## config.mk

```make
export PLATFORM = sky130hd
export DESIGN_NAME = disk_track_loader
export DESIGN_NICKNAME = d
export VERILOG_FILES = /design/src/rtl/disk_loader_pkg.sv /design/src/rtl/drive_track_tracker.sv /design/src/rtl/disk_track_loader.sv
export SDC_FILE = /design/constraint.sdc
export NUM_CORES = 1
export LEC_CHECK = 0
export BUFFER_PORTS_ARGS = -buffer_cell sky130_fd_sc_hd__buf_2
export CAP_MARGIN = 15
export CORE_MARGIN = 2
export CORE_UTILIZATION = 53
export DETAILED_ROUTE_END_ITERATION = 8
export GPL_TIMING_DRIVEN = 0
export PLACE_DENSITY = 0.77
export SYNTH_ARGS = -nofsm -noshare
export SYNTH_HDL_FRONTEND = slang
export SYNTH_SLANG_ARGS = --single-unit
```

## constraint.sdc

```tcl
create_clock -name clk_sys -period 5.25 [get_ports clk_sys]
set_clock_uncertainty 0.2 [all_clocks]
set_input_delay 1.05 -clock clk_sys [delete_from_list [all_inputs] [get_ports clk_sys]]
set_output_delay 1.05 -clock clk_sys [all_outputs]
set_load 0.005 [all_outputs]
```

## src/rtl/disk_loader_pkg.sv

```systemverilog
// Shared types and helpers for the multi-drive disk track loader.
package disk_loader_pkg;

  // Transfer FSM states.
  typedef enum logic [1:0] {
    ST_IDLE  = 2'd0,
    ST_WRITE = 2'd1,
    ST_READ  = 2'd2
  } load_state_t;

  // Size of one hps_io virtual-disk sector.
  localparam int unsigned SECTOR_BYTES = 512;

  // First LBA of a track image: tracks are stored back to back, spt sectors each.
  function automatic logic [31:0] track_lba(input logic [31:0] trk, input logic [31:0] spt);
    return trk * spt;
  endfunction

endpackage

```

## src/rtl/drive_track_tracker.sv

```systemverilog
// Per-drive bookkeeping: the track currently held in the buffer and whether a
// freshly mounted image still has to be loaded.
module drive_track_tracker
  import disk_loader_pkg::*;
#(
  parameter int TRACK_W = 6
) (
  input  logic               clk_sys,
  input  logic               reset,
  input  logic [TRACK_W-1:0] track,
  input  logic               img_mounted,
  input  logic               service,      // arbiter picked this drive in IDLE
  output logic [TRACK_W-1:0] cur_track,
  output logic               pending,
  output logic               need_service
);

  logic pending_q;

  // cur_track resets to all-ones so the first requested track always loads.
  // A mount seen in the same cycle the drive is picked is already folded into
  // that service via the combinational pending, so the clear wins there.
  always_ff @(posedge clk_sys) begin
    if (reset) begin
      cur_track <= '1;
      pending_q <= 1'b0;
    end else begin
      if (service) cur_track <= track;
      if (service)          pending_q <= 1'b0;
      else if (img_mounted) pending_q <= 1'b1;
    end
  end

  assign pending      = pending_q | img_mounted;
  assign need_service = (track != cur_track) | pending;

endmodule

```

## src/rtl/disk_track_loader.sv

```systemverilog
// Multi-drive track loader between hps_io sector requests and the controller's
// track RAM, with optional write-back of dirty tracks.
//
// Request/ack semantics: sd_rd[d]/sd_wr[d] is a level held from transfer start
// until the ack rise of the last sector. Each rising edge of sd_ack[d] means
// hps_io accepted the sector at sd_lba (we then advance sd_lba); each falling
// edge means that sector's bytes are done (we then advance track_sec). The
// transfer ends on the ack fall that finds the request already low.
module disk_track_loader
  import disk_loader_pkg::*;
#(
  parameter int NUM_DRIVES        = 2,
  parameter int SECTORS_PER_TRACK = 13,
  parameter int TRACK_W           = 6,
  parameter int WRITE_BACK        = 1,
  parameter int WAIT_ALL          = 0
) (
  input  logic                                          clk_sys,
  input  logic                                          reset,
  input  logic [NUM_DRIVES*TRACK_W-1:0]                 track,
  input  logic [NUM_DRIVES-1:0]                         img_mounted,
  input  logic [NUM_DRIVES-1:0]                         img_present,
  input  logic [NUM_DRIVES-1:0]                         track_dirty,
  output logic [NUM_DRIVES-1:0]                         dirty_clr,
  output logic [31:0]                                   sd_lba,
  output logic [NUM_DRIVES-1:0]                         sd_rd,
  output logic [NUM_DRIVES-1:0]                         sd_wr,
  input  logic [NUM_DRIVES-1:0]                         sd_ack,
  output logic [((NUM_DRIVES > 1) ? $clog2(NUM_DRIVES) : 1)-1:0] active_drive,
  output logic [((SECTORS_PER_TRACK > 1) ? $clog2(SECTORS_PER_TRACK) : 1)-1:0] track_sec,
  output logic                                          cpu_wait,
  output logic                                          busy,
  output load_state_t                                   state_dbg
);

  localparam int DRV_W = (NUM_DRIVES > 1) ? $clog2(NUM_DRIVES) : 1;
  localparam int SEC_W = (SECTORS_PER_TRACK > 1) ? $clog2(SECTORS_PER_TRACK) : 1;
  localparam logic [31:0] SPT32 = 32'(SECTORS_PER_TRACK);

  load_state_t             state;
  logic [DRV_W-1:0]        drv;
  logic [NUM_DRIVES-1:0]   ack_prev;
  logic [TRACK_W-1:0]      trk     [NUM_DRIVES];
  logic [TRACK_W-1:0]      cur_trk [NUM_DRIVES];
  logic [NUM_DRIVES-1:0]   need, pend, take;
  logic [NUM_DRIVES-1:0]   sel_onehot, drv_onehot;
  logic [DRV_W-1:0]        sel_drv;
  logic                    sel_valid;
  logic                    ack_rise, ack_fall, req_on;
  logic [NUM_DRIVES-1:0]   mount_clr;

  for (genvar g = 0; g < NUM_DRIVES; g++) begin : g_drv
    assign trk[g] = track[g*TRACK_W +: TRACK_W];

    drive_track_tracker #(.TRACK_W(TRACK_W)) u_tracker (
      .clk_sys      (clk_sys),
      .reset        (reset),
      .track        (trk[g]),
      .img_mounted  (img_mounted[g]),
      .service      (take[g]),
      .cur_track    (cur_trk[g]),
      .pending      (pend[g]),
      .need_service (need[g])
    );
  end

  // Fixed-priority arbiter: lowest-numbered drive needing service wins.
  always_comb begin
    sel_valid = 1'b0;
    sel_drv   = '0;
    for (int d = NUM_DRIVES - 1; d >= 0; d--) begin
      if (need[d]) begin
        sel_valid = 1'b1;
        sel_drv   = DRV_W'(d);
      end
    end
    for (int d = 0; d < NUM_DRIVES; d++) begin
      sel_onehot[d] = (sel_drv == DRV_W'(d));
      drv_onehot[d] = (drv == DRV_W'(d));
    end
    take = (state == ST_IDLE && sel_valid) ? sel_onehot : '0;
  end

  // Only the active drive's ack edges matter; others and IDLE are ignored.
  assign ack_rise  = sd_ack[drv] & ~ack_prev[drv];
  assign ack_fall  = ~sd_ack[drv] & ack_prev[drv];
  assign req_on    = |(sd_rd | sd_wr);
  assign mount_clr = (WRITE_BACK != 0) ? img_mounted : '0;

  // Transfer FSM: flush (optional) then load the selected drive's track.
  always_ff @(posedge clk_sys) begin
    if (reset) begin
      state     <= ST_IDLE;
      drv       <= '0;
      ack_prev  <= '0;
      sd_lba    <= '0;
      track_sec <= '0;
      sd_rd     <= '0;
      sd_wr     <= '0;
      cpu_wait  <= 1'b0;
      dirty_clr <= '0;
    end else begin
      ack_prev  <= sd_ack;
      dirty_clr <= mount_clr;
      unique case (state)
        ST_IDLE: begin
          if (sel_valid && img_present[sel_drv]) begin
            drv       <= sel_drv;
            track_sec <= '0;
            cpu_wait  <= 1'b1;
            if (WRITE_BACK != 0 && track_dirty[sel_drv] && !pend[sel_drv]) begin
              state  <= ST_WRITE;
              sd_lba <= track_lba(32'(cur_trk[sel_drv]), SPT32);
              sd_wr  <= sel_onehot;
            end else begin
              state  <= ST_READ;
              sd_lba <= track_lba(32'(trk[sel_drv]), SPT32);
              sd_rd  <= sel_onehot;
            end
          end
        end
        ST_WRITE, ST_READ: begin
          if (ack_rise) begin
            sd_lba <= sd_lba + 32'd1;
            if (track_sec == SEC_W'(SECTORS_PER_TRACK - 1)) begin
              sd_rd <= '0;
              sd_wr <= '0;
            end
          end
          if (ack_fall) begin
            track_sec <= track_sec + 1'b1;
            if (state == ST_READ && WAIT_ALL == 0) cpu_wait <= 1'b0;
            if (!req_on) begin
              if (state == ST_WRITE) begin
                // cur_track already holds the new track, so reload from it.
                state     <= ST_READ;
                dirty_clr <= mount_clr | drv_onehot;
                sd_lba    <= track_lba(32'(cur_trk[drv]), SPT32);
                track_sec <= '0;
                sd_rd     <= drv_onehot;
              end else begin
                state    <= ST_IDLE;
                cpu_wait <= 1'b0;
              end
            end
          end
        end
        default: state <= ST_IDLE;
      endcase
    end
  end

  assign busy         = (state != ST_IDLE);
  assign active_drive = drv;
  assign state_dbg    = state;

endmodule
```

==> reports/metrics.csv <==
metric,value,unit
maxCapViolCount,0,
grt_pass1_vias,4466,
ys_warn_count,0,
drt_iter0_markers,178,
num_vias,4569,
io_pins,69,
startpoint,track[11],
layout_min_cycle_time,5.12,ns
synthFlopType,dfxtp_1,
clkLatencyLatePin,0.36,ns
initial_utilization,0.544,
coreArea,9200,um^2
synthCells,576,
final.fill_count,753,
hold_start,cpu_wait,
synth_cell_types,61,
leakage,2.73,nW
cts-root-buf,clkbuf_8,
end_kind,flip-flop,
powerDensity,441,nW/um^2
hold_class,reg -> reg,
syn_area_per_cell,8.68,um^2
crit_arrival,5.19,ns
syn_nets,660,
r2r-start,g_drv[1].u_tracker.cur_track[1],
start_kind,primary input,
regToRegSetupSlack,0.50,ns
fp.dieW,101,um
cts_buffer_depth,2,
tightest_slew,0.648,ns
grt_first_pass_wirelength,20.7,mm
whs,0.288,ns
antenna_found_initial,0,
cts_made_buffers,9,
drc,0,
cts.sinks,62,
path_class,in -> reg,
h-tree-depth,3,
synth_seq_cells,62,
ys_seq_area_frac,0.248,
nets,752,
place.gp.congestion,0.863,
drtPass1Iterations,5,
clkTransAtPathRegs,0.08,ns
cp_cell_sequence,buf_2 -> xnor2_2 -> nand4_1 -> or4_4 -> nand2_8 -> buf_12 -> mux2_2 -> ha_1 -> ha_1 -> ha_2 -> fa_2 -> a21o_1 -> a311o_1 -> a21oi_2 -> xnor2_2 -> o211a_1 -> a31oi_2 -> a311oi_2,
antenna_left,0,
slew_headroom,0.566,
syn_to_final_growth,18.2,%
setup_viol,0,
overflow,0,
syn_area,5000,um^2
io_buffers,68,
synth_edf_count,0,
maxSlewViolCount,0,
holdBufCountCts,0,
die_area,10200,um^2
worstPathRequired,5.33,ns
cp_max_fo,7,
dp.final_hpwl,10.1,mm
multi_input_area,3600,um^2
final_area,5910,um^2
tritoncts,yes,
finalHoldViolations,0,
drive_gt1_frac,0.241,
num_rows,35,
critPathMaxStageDelay,0.57,ns
fmax,195,MHz
outcome,"finished, final reports clean",
place_area,5490,um^2
cp_slowest_cell,or4_4,
seq_area,1240,um^2
drt-total-wl,13.2,mm
avgRoutedWirePerCell,16.8,um
grt_max_degree,12,
n_antenna_cell,0,
grt_setup_unrepaired,false,
ir_drop,0.000207,V
synthArstFlopShare,0,
grt_usage,0.254,
die_y,101,um
post-route-period-util,0.974,
vias_per_cell,5.83,
[logic make-up (layout without fill, tap and decap cells)]
kind of cell / count (synthesis) / after routing / synth area share
DFF: 62 / 62 / 0.248
AOI/OAI and AO/OA: 86 / 86 / 0.124
adders and majority gates: 62 / 62 / 0.169
and+or+nand+nor: 195 / 195 / 0.206
xor gates and xnor gates: 61 / 61 / 0.107
muxes: 44 / 44 / 0.0913
buffers and inverters: 66 / 163 / 0.0548
[placed cells by master (no fill, tap or decap), types with 4 or more instances in the layout]
cell / count
nor4_2: 6
nor3_1: 16
a211oi_1: 5
o21ai_0: 14
a31oi_1: 5
nand3_1: 21
clkbuf_1: 14
a21oi_1: 20
xnor2_2: 4
buf_4: 13
nor4b_2: 5
nor2_1: 58
o21bai_1: 4
nor3b_1: 4
a21oi_2: 5
dfxtp_1: 62
nand4_1: 6
xor2_1: 21
and3_1: 10
inv_1: 44
clkbuf_8: 9
a21o_1: 6
fa_1: 7
mux2_2: 13
xnor2_1: 36
o211ai_1: 4
nand2_1: 45
buf_2: 74
mux2i_1: 27
ha_1: 52
[metrics by stage]
stage | utilization | total power, mW | std cells | worst slack (ns) | setup TNS [ns]
floorplan | - | 1.72 | 576 | 0.0218 | 0
global placement | 0.597 | 2.04 | 755 | -0.538 | -1.31
detailed placement | 0.597 | 2.11 | 755 | -0.603 | -1.62
CTS | 0.621 | 2.54 | 772 | 0.0278 | 0
global route | 0.643 | 2.81 | 784 | 0.00303 | 0
finish | 0.643 | 2.61 | 784 | 0.134 | 0
[layout make-up]
class,instances,area share
multi-input cells,448,0.610
clock inverters,6,0.0104
well taps,111,0.0235
repair buffers,81,0.0771
inverters,44,0.0279
plain buffers,22,0.0199
clock buffers,10,0.0216
flip-flops and latches,62,0.210
[Yosys cell counts (9+ instances only)]
cell type | n | area [um^2]
o21ai_0 | 14 | 70.1
fa_1 | 9 | 180
clkbuf_1 | 13 | 48.8
xnor2_1 | 40 | 350
nand3_1 | 21 | 105
mux2_2 | 13 | 146
ha_1 | 53 | 663
nand2_1 | 45 | 169
xor2_1 | 21 | 184
mux2i_1 | 31 | 310
a21oi_1 | 23 | 115
nor3_1 | 16 | 80.1
dfxtp_1 | 62 | 1240
inv_1 | 44 | 165
nor2_1 | 60 | 225
and3_1 | 10 | 62.6
[flip-flops by register name, summed over array words and instances, names as in the netlist]
| register | cells |
|---|---|
| ack_prev | 2 |
| active_drive | 1 |
| cpu_wait | 1 |
| dirty_clr | 2 |
| g_drv.u_tracker.cur_track | 12 |
| g_drv.u_tracker.pending_q | 2 |
| sd_lba | 32 |
| sd_rd | 2 |
| sd_wr | 2 |
| state_dbg | 2 |
| track_sec | 4 |
[worst max-delay path, delay by kind of cell]
family | cells | cell delay [ns]
AOI/OAI and AO/OA | 6 | 1.21
xor gates and xnor gates | 2 | 0.25
adders and majority gates | 4 | 1.19
buffers and inverters | 2 | 0.26
muxes | 1 | 0.34
and+or+nand+nor | 3 | 0.87
[per-layer routing]
layer / track usage / wire length [um] / up-vias
li1: - / - / 2208
met1: 0.318 / 5610 / 2187
met2: 0.440 / 6630 / 146
met3: 0.0373 / 648 / 28
met4: 0.101 / 288 / 0
met5: 0 / 0 / -
[where the power goes]
part	internal, mW	switching, mW	total [mW]
clock	0.219	0.208	0.426
sequential	0.537	0.0849	0.622
combinational	0.668	0.889	1.56
total	1.42	1.18	2.61
[worst paths after layout]
path,endpoint,cells past startpoint
worst max-delay path,sd_lba[9],18
worst min-delay path,cpu_wait,2
worst max register to register,sd_lba[9],17
worst min register to register,cpu_wait,2
[what timing repair did]
item                       in CTS  in global routing
setup endpoints to repair       3                  3
setup buffers                   1                 11
gates cloned                    0                  1
pin swaps                       1                 10
gates resized for setup         4                 19
(Power assumes the default switching activity.)
